File: config.mk
export PLATFORM = sky130hd
export DESIGN_NAME = mch_stack
export DESIGN_NICKNAME = d
export VERILOG_FILES = /design/src/rtl/stack_pkg.sv /design/src/rtl/stack_ch_ctrl.sv /design/src/rtl/mch_stack.sv
export SDC_FILE = /design/constraint.sdc
export NUM_CORES = 1
export LEC_CHECK = 0
export CORE_AREA = 2 2 226 317
export CTS_CLUSTER_SIZE = 30
export DETAILED_ROUTE_END_ITERATION = 10
export DIE_AREA = 0 0 228 319
export PLACE_DENSITY = 0.78
export SLEW_MARGIN = 20
export SYNTH_ARGS = -nofsm -noshare
export SYNTH_HDL_FRONTEND = slang
export SYNTH_SLANG_ARGS = --single-unit
export TNS_END_PERCENT = 100
File: constraint.sdc
create_clock -name clk -period 5.6 [get_ports clk]
set_input_delay 0.84 -clock clk [delete_from_list [all_inputs] [get_ports clk]]
set_output_delay 0.84 -clock clk [all_outputs]
set_load 0.02 [all_outputs]
File: src/rtl/stack_pkg.sv
// Shared definitions for the multi-channel LIFO: width derivations and the
// per-channel status bundle.
package stack_pkg;

    // Channel select width; never narrower than one bit.
    function automatic int f_chw(input int n);
        return (n > 1) ? $clog2(n) : 1;
    endfunction

    // Slot index width within one channel.
    function automatic int f_ptrw(input int d);
        return (d > 1) ? $clog2(d) : 1;
    endfunction

    // Level needs one extra bit so that it can hold DPT itself.
    function automatic int f_lvw(input int d);
        return f_ptrw(d) + 1;
    endfunction

    typedef struct packed {
        logic full;
        logic afull;
        logic empty;
        logic ovf;
        logic udf;
    } stack_status_t;

endpackage

File: src/rtl/stack_ch_ctrl.sv
// One LIFO channel: occupancy register, status flags and qualification of
// push, pop and clear requests already decoded for this channel.
module stack_ch_ctrl
    import stack_pkg::*;
#(
    parameter int DPT  = 8,
    parameter int AFT  = DPT - 1,
    parameter int LVW  = f_lvw(DPT),
    parameter int PTRW = f_ptrw(DPT)
) (
    input  logic            clk,
    input  logic            aresetn,
    input  logic            i_push,
    input  logic            i_pop,
    input  logic            i_clr,
    output logic [LVW-1:0]  o_level,
    output stack_status_t   o_status,
    output logic            o_push_acc,
    output logic [PTRW-1:0] o_wr_idx
);

    localparam logic [LVW-1:0] LP_DPT = LVW'(DPT);
    localparam logic [LVW-1:0] LP_AFT = LVW'(AFT);
    localparam logic [LVW-1:0] LP_ONE = LVW'(1);

    logic [LVW-1:0] r_level;
    logic           r_ovf;
    logic           r_udf;
    logic           w_full;
    logic           w_empty;
    logic           w_pop_acc;
    logic           w_push_acc;
    logic           w_push_drop;
    logic           w_pop_drop;

    assign w_full  = (r_level == LP_DPT);
    assign w_empty = (r_level == '0);

    // Clear wins over everything. A pop only needs data present; a push needs
    // room, or a simultaneous accepted pop that frees the top slot (overwrite).
    assign w_pop_acc   = i_pop && !w_empty && !i_clr;
    assign w_push_acc  = i_push && (!w_full || w_pop_acc) && !i_clr;
    assign w_push_drop = i_push && !w_push_acc && !i_clr;
    assign w_pop_drop  = i_pop && w_empty && !i_clr;

    // Overwrite targets the current top slot; a plain push the next free one.
    assign o_wr_idx   = w_pop_acc ? PTRW'(r_level - LP_ONE) : PTRW'(r_level);
    assign o_push_acc = w_push_acc;
    assign o_level    = r_level;

    assign o_status.full  = w_full;
    assign o_status.afull = (r_level >= LP_AFT);
    assign o_status.empty = w_empty;
    assign o_status.ovf   = r_ovf;
    assign o_status.udf   = r_udf;

    // Level and sticky error flags; clear resets all three together.
    always_ff @(posedge clk or negedge aresetn) begin
        if (!aresetn) begin
            r_level <= '0;
            r_ovf   <= 1'b0;
            r_udf   <= 1'b0;
        end else if (i_clr) begin
            r_level <= '0;
            r_ovf   <= 1'b0;
            r_udf   <= 1'b0;
        end else begin
            if (w_push_acc && !w_pop_acc)
                r_level <= r_level + LP_ONE;
            else if (w_pop_acc && !w_push_acc)
                r_level <= r_level - LP_ONE;
            if (w_push_drop)
                r_ovf <= 1'b1;
            if (w_pop_drop)
                r_udf <= 1'b1;
        end
    end

endmodule

File: src/rtl/mch_stack.sv
// Multi-channel LIFO: NCH stacks of DPT words sharing one memory array, with
// a combinational top-of-stack read for the selected pop channel.
module mch_stack
    import stack_pkg::*;
#(
    parameter  int NCH  = 4,
    parameter  int DPT  = 8,
    parameter  int DW   = 32,
    parameter  int AFT  = DPT - 1,
    localparam int CHW  = f_chw(NCH),
    localparam int PTRW = f_ptrw(DPT),
    localparam int LVW  = f_lvw(DPT)
) (
    input  logic                     clk,
    input  logic                     aresetn,
    input  logic                     i_push_en,
    input  logic [CHW-1:0]           i_push_ch,
    input  logic [DW-1:0]            i_push_data,
    input  logic                     i_pop_en,
    input  logic [CHW-1:0]           i_pop_ch,
    output logic [DW-1:0]            o_pop_data,
    input  logic                     i_clr_en,
    input  logic [CHW-1:0]           i_clr_ch,
    output logic [NCH-1:0]           o_full,
    output logic [NCH-1:0]           o_afull,
    output logic [NCH-1:0]           o_empty,
    output logic [NCH-1:0][LVW-1:0]  o_level,
    output logic [NCH-1:0]           o_ovf,
    output logic [NCH-1:0]           o_udf
);

    localparam int DEPTH = NCH * DPT;
    localparam int AW    = f_chw(DEPTH);
    localparam logic [LVW-1:0] LP_ONE = LVW'(1);

    logic [DW-1:0]   r_mem [DEPTH];
    stack_status_t   w_status   [NCH];
    logic [PTRW-1:0] w_wr_idx   [NCH];
    logic [NCH-1:0]  w_push_acc;
    logic            w_wr_en;
    logic [AW-1:0]   w_wr_addr;
    logic [AW-1:0]   w_rd_addr;

    // Selects that match no channel decode to nothing, so they are no-ops.
    for (genvar g = 0; g < NCH; g++) begin : g_ch
        stack_ch_ctrl #(
            .DPT  (DPT),
            .AFT  (AFT),
            .LVW  (LVW),
            .PTRW (PTRW)
        ) u_ch (
            .clk        (clk),
            .aresetn    (aresetn),
            .i_push     (i_push_en && (i_push_ch == CHW'(g))),
            .i_pop      (i_pop_en  && (i_pop_ch  == CHW'(g))),
            .i_clr      (i_clr_en  && (i_clr_ch  == CHW'(g))),
            .o_level    (o_level[g]),
            .o_status   (w_status[g]),
            .o_push_acc (w_push_acc[g]),
            .o_wr_idx   (w_wr_idx[g])
        );

        assign o_full[g]  = w_status[g].full;
        assign o_afull[g] = w_status[g].afull;
        assign o_empty[g] = w_status[g].empty;
        assign o_ovf[g]   = w_status[g].ovf;
        assign o_udf[g]   = w_status[g].udf;
    end

    // Write address: at most one channel accepts a push in any cycle.
    always_comb begin
        w_wr_en   = 1'b0;
        w_wr_addr = '0;
        for (int c = 0; c < NCH; c++) begin
            if (w_push_acc[c]) begin
                w_wr_en   = 1'b1;
                w_wr_addr = AW'(c * DPT) + AW'(w_wr_idx[c]);
            end
        end
    end

    // Read address of the selected channel's top; parked at 0 when empty.
    always_comb begin
        w_rd_addr = '0;
        for (int c = 0; c < NCH; c++) begin
            if ((i_pop_ch == CHW'(c)) && !w_status[c].empty)
                w_rd_addr = AW'(c * DPT) + AW'(o_level[c] - LP_ONE);
        end
    end

    assign o_pop_data = r_mem[w_rd_addr];

    // Shared storage, deliberately without reset so it maps onto LUT-RAM.
    always_ff @(posedge clk) begin
        if (w_wr_en)
            r_mem[w_wr_addr] <= i_push_data;
    end

endmodule

* After elaboration in Yosys (flattened, before gate mapping)
Memories as Yosys holds them, arrays and structs flattened.
Index checks and enable logic that the tools add are counted.
** Operators by class
- Muxes and demuxes :: 46
- Reductions and logical operators :: 99
- Add/sub/neg operators :: 18
- Equality and inequality tests :: 13
- $lt $le $gt $ge :: 4
** Operator list (count)
- $logic_and 1x1->1 :: 56
- $mux 4 :: 12
- $mux 5 :: 7
- $mux 1 :: 22
- $logic_not 1->1 :: 20
- $sub 4x1->5 const B :: 4
- $add 4x1->4 const B :: 4
- $eq 4x4->1 const B :: 4
- $ge 4x3->1 const B :: 4
- $logic_not 4->1 :: 4
- $reduce_bool 2->1 :: 8
- $sub 4x1->4 const B :: 4
- $mux 3 :: 5
- $eq 2x2->1 const B :: 6
- $reduce_bool 3->1 :: 4
- $add 5x5->5 const A :: 2
- $eq 2x1->1 const B :: 3
- $logic_not 2->1 :: 3
- $add 4x3->5 const A :: 1
- $add 4x4->5 const A :: 1
- $add 4x5->5 const A :: 1
- $add 5x3->5 const A :: 1
- $logic_or 1x1->1 :: 4
** Word-level totals
- Input bits :: 43
- Logic and storage cells :: 193
- Register bits :: 24
- Memories :: 1
- RAM bits :: 1024
** Memory list
- r_mem :: depth 32, width 32, read ports 1, clocked after Yosys merged registers in 0, wr ports 1, RTL line mch_stack.sv:36 : logic [DW-1:0] r_mem [DEPTH];

* Longest topological paths before layout
- Depth after elaboration :: 13
- Mapped depth :: 16
- Depth with buffers taken out :: 11

* Hierarchy
From an unflattened synthesis, not the netlist that was laid out.
** Second synthesis, totals
- Cells, all modules :: 2415
- Area, all modules :: 43050.0 µm²
** By module, submodules not included
- mch_stack :: cells each 2223, seq. area each 30749.5 µm², instances 1, area an instance 41153.2 µm²
- stack_ch_ctrl :: cells each 48, seq. area each 150.1 µm², instances 4, area an instance 474.2 µm²

* Worst setup path after synthesis
No wires, ideal clock.
- Kind :: input to register
- Start :: in i_pop_ch[0]
- End :: mem r_mem[12][0], enable pin
- Cell stages on the path :: 10
- Slack :: 1117 ps
- Path buffers :: 2
- Arrival time :: 4061 ps
- Cell sequence :: buf_2 nor2b_1 nand2_1 nor3_1 xnor2_1 o2bb2ai_1 a211o_1 or2_2 clkbuf_1 nor2_1
** Between the ends
- Cells in the longest elaborated chain, start to end :: 13
** RTL lines
- start, declared :: RTL line mch_stack.sv:20 : input logic [CHW-1:0] i_pop_ch,
- branches (longest 13 deep; another with $add 4x3->5)
- end, declared :: RTL line mch_stack.sv:36
Several ways; the timed one is not identified.

* Worst setup path in the final report
- Start :: reg g_ch[2].u_ch.r_level[0]
- End :: out o_pop_data[31]
** Between the ends
- Cells in the longest elaborated chain, start to end :: 6
** RTL lines
- start, declared :: RTL line stack_ch_ctrl.sv:26 : logic [LVW-1:0] r_level;
- start signal, assigned :: RTL line stack_ch_ctrl.sv:69 : r_level <= r_level + LP_ONE;
- start signal, assigned :: RTL line stack_ch_ctrl.sv:71 : r_level <= r_level - LP_ONE;
- branches (longest 3 deep; another with $sub 4x1->5)
- $mux 5 (*) (2 in a row) :: RTL line mch_stack.sv:86 : if ((i_pop_ch == CHW'(c)) && !w_status[c].empty)
- $mem_v2 32x32 (*)
- end, declared :: RTL line mch_stack.sv:21 : output logic [DW-1:0] o_pop_data,
Mark *: on every way between the ends.

==> reports/results.tsv <==
metric	value	unit
outcome	completed	
ys_warn_count	0	
syn_area_per_cell	13.4	µm²
finalCritPeriodShare	98.9	%
synth-seq-cells	1048	
peakVddDrop	0.552	mV
cts_tree	done	
rows	115	
fmax	181	MHz
async_flop_share	2.29	%
syn_area	0.0429	mm²
nNetsFinal	3377	
critPathCaptureType	output pin	
port_buffers	110	
hold_violations	0	
netlist_instances	3209	
crit_type	reg2out	
grt_pass1_vias	29100	
hp-class	in2async	
final_common_cell	edfxtp_1	
tightest_slew	1170	ps
start_kind	flop	
power	28.6	mW
hold_buffers	0	
avgRoutedWirePerCell	28.1	µm
cp_max_fo	31	
start_util	61.4	%
die_area	0.0727	mm²
hold_ws	164	ps
report.final.slew_viol_count	0	
gp_congestion	0.892	
fin_skew	26.3	ps
vias	29100	
drive_gt1_share	11.9	%
overflow	0	
root_buffer	clkbuf_16	
p_leak	17.1	nW
vias_per_cell	6.71	
antenna_found_initial	2	
remaining_drc_errors	0	
die_width	228	µm
h-tree-depth	3	
rsz0062_at_grt	true	
ys.flop_type	edfxtp_1	
hpwl	65400	µm
worst_slack	63.5	ps
yosysUniqueCellTypes	65	
maxCapViolCount	0	
setup_viol	0	
yosysSeqAreaShare	73.0	%
dieHeight	319	µm
period_minus_slack	5540	ps
place_ws	56.1	ps
grt_max_degree	93	
clk_latency	670	ps
core_area	0.0699	mm²
io_pins	111	
drtPass1Iterations	7	
grt_pass1_wl	178000	µm
cts_sinks	1048	
power.density	579	mW/mm²
synth_fp_nets	3264	
antenna_left	0	
required	4760	ps
wl	122000	µm
arrival	4700	ps
track_usage	32.9	%
clkTransAtPathRegs	60	ps
numCtsBuffers	91	
most-common-layout-cells	edfxtp_1, nand2_1, nand3_1	
syn_to_final_growth	14.9	%
synth_edf_count	1024	
slew_headroom	22.1	%
fill_cells	4354	
drt_iter0_drc	4088	
clockBufferDepth	3	
==> area by class of cell <==
type                       count  area, µm²  area share (%)
inverter                      15       56.3           0.114
timing repair buffer         250       2860            5.80
sequential                  1048      31400            63.5
multi-input combinational   1916      10900            22.1
clock inverter                46        542            1.10
antenna                        1       2.50         0.00507
tap                          936       1170            2.37
clock buffer                 118       2460            4.99
==> layer usage <==
| layer | global-route usage (%) | up-vias | wire, µm |
|---|---|---|---|
| li1 | - | 12100 | - |
| met1 | 41.7 | 14300 | 41500 |
| met2 | 54.4 | 2176 | 59900 |
| met3 | 5.64 | 419 | 13400 |
| met4 | 18.1 | 2 | 6890 |
| met5 | 0 | - | 13 |
==> final timing paths <==
| check | startpoint | to | slack, ps | depth (start not counted) |
|---|---|---|---|---|
| min in group clk | g_ch[1].u_ch.r_ovf$_DFFE_PN0P_ | g_ch[1].u_ch.r_ovf$_DFFE_PN0P_ | 500 | 2 |
| hold reg to reg | g_ch[1].u_ch.r_ovf$_DFFE_PN0P_ | g_ch[1].u_ch.r_ovf$_DFFE_PN0P_ | 500 | 2 |
| setup reg to reg | g_ch[1].u_ch.o_level[1]$_DFFE_PN0P_ | r_mem[24][21]$_DFFE_PP_ | 1100 | 11 |
| max in group asynchronous | aresetn | g_ch[2].u_ch.o_level[0]$_DFFE_PN0P_ | 5000 | 1 |
| hold / removal | aresetn | g_ch[3].u_ch.r_udf$_DFFE_PN0P_ | 160 | 1 |
| setup / recovery | g_ch[2].u_ch.o_level[0]$_DFFE_PN0P_ | o_pop_data[31] | 60 | 14 |
==> power breakdown <==
part | internal [mW] | leakage [nW] | switching, mW | total [mW]
Sequential | 8.92 | 9.53 | 0.197 | 9.12
Clock | 3.62 | 1.46 | 2.77 | 6.40
Combinational | 4.57 | 6.12 | 8.48 | 13.0
==> flip-flops by register name (all words and copies together), names as in the netlist <==
signal             flops
g_ch.u_ch.o_level     16
g_ch.u_ch.r_ovf        4
g_ch.u_ch.r_udf        4
r_mem               1024
==> critical path, cell delays in order, from the launching register on <==
cell and delay (ps):
dfrtp_2 500, inv_1 100, ha_2 220, or3b_4 450
inv_2 110, o32ai_1 90, a221o_2 460, nand2_8 210
buf_4 200, bufbuf_16 360, mux2i_1 210, o22ai_1 130
o31ai_1 560, a2111oi_4 180, buf_4 210
==> synth_stat cells (5+ instances only) <==
cell type  number  area share, %
nand2b_1        9           0.13
o21ai_0        11           0.13
buf_4          28           0.49
mux2i_1        71            1.7
xor2_1         12           0.24
and2_1          7           0.10
nor2b_1         8           0.12
a31oi_1        68           0.99
a211oi_1       67            1.2
a21boi_0       62            1.1
o22ai_1        62           0.90
inv_1          14           0.12
a21oi_1       109            1.3
nand3_1       318            3.7
o31ai_1        34           0.59
nand4_1         5          0.073
buf_2          76           0.89
a2111oi_2      31            1.1
dfrtp_1        24            1.4
or3_1          40           0.58
ha_1           12           0.35
xnor2_1        11           0.22
nor2_1         65           0.57
edfxtp_1     1024             72
clkbuf_1      105           0.92
buf_1           7          0.061
buf_6          14           0.37
nor3_1         12           0.14
a21o_1          5          0.087
nand2_1       779            6.8
and3_1         68           0.99
==> repair_timing <==
action                     CTS  global route
hold endpoints to repair     0             0
setup endpoints to repair   29            18
buffers inserted             2             0
resized for setup           38            37
pin swaps                    1             1
gates cloned                 2             2
==> cell families (layout without fill, tap and decap cells) <==
| family | count (synthesis) | in the layout | synth area share [%] |
|---|---|---|---|
| flip-flops | 1048 | 1048 | 73.0 |
| other | 0 | 1 | 0 |
| multiplexers | 74 | 74 | 1.81 |
| buffers and inverters | 245 | 429 | 2.85 |
| AND/OR/NAND/NOR | 1332 | 1332 | 13.6 |
| adder cells (fa/ha/maj) | 12 | 12 | 0.350 |
| XOR/XNOR | 23 | 23 | 0.469 |
| AO/OA/AOI/OAI | 475 | 475 | 7.87 |
==> through the flow <==
step,cell area [µm²],std cells,util (%),TNS [ps]
global placement,46000,4159,65.8,0
global route,49300,4329,70.6,-164
detailed placement,46000,4159,65.8,0
floorplan,42900,3209,-,0
CTS,49200,4327,70.3,0
finish,49300,4330,70.6,0
(Power assumes the default switching activity.)
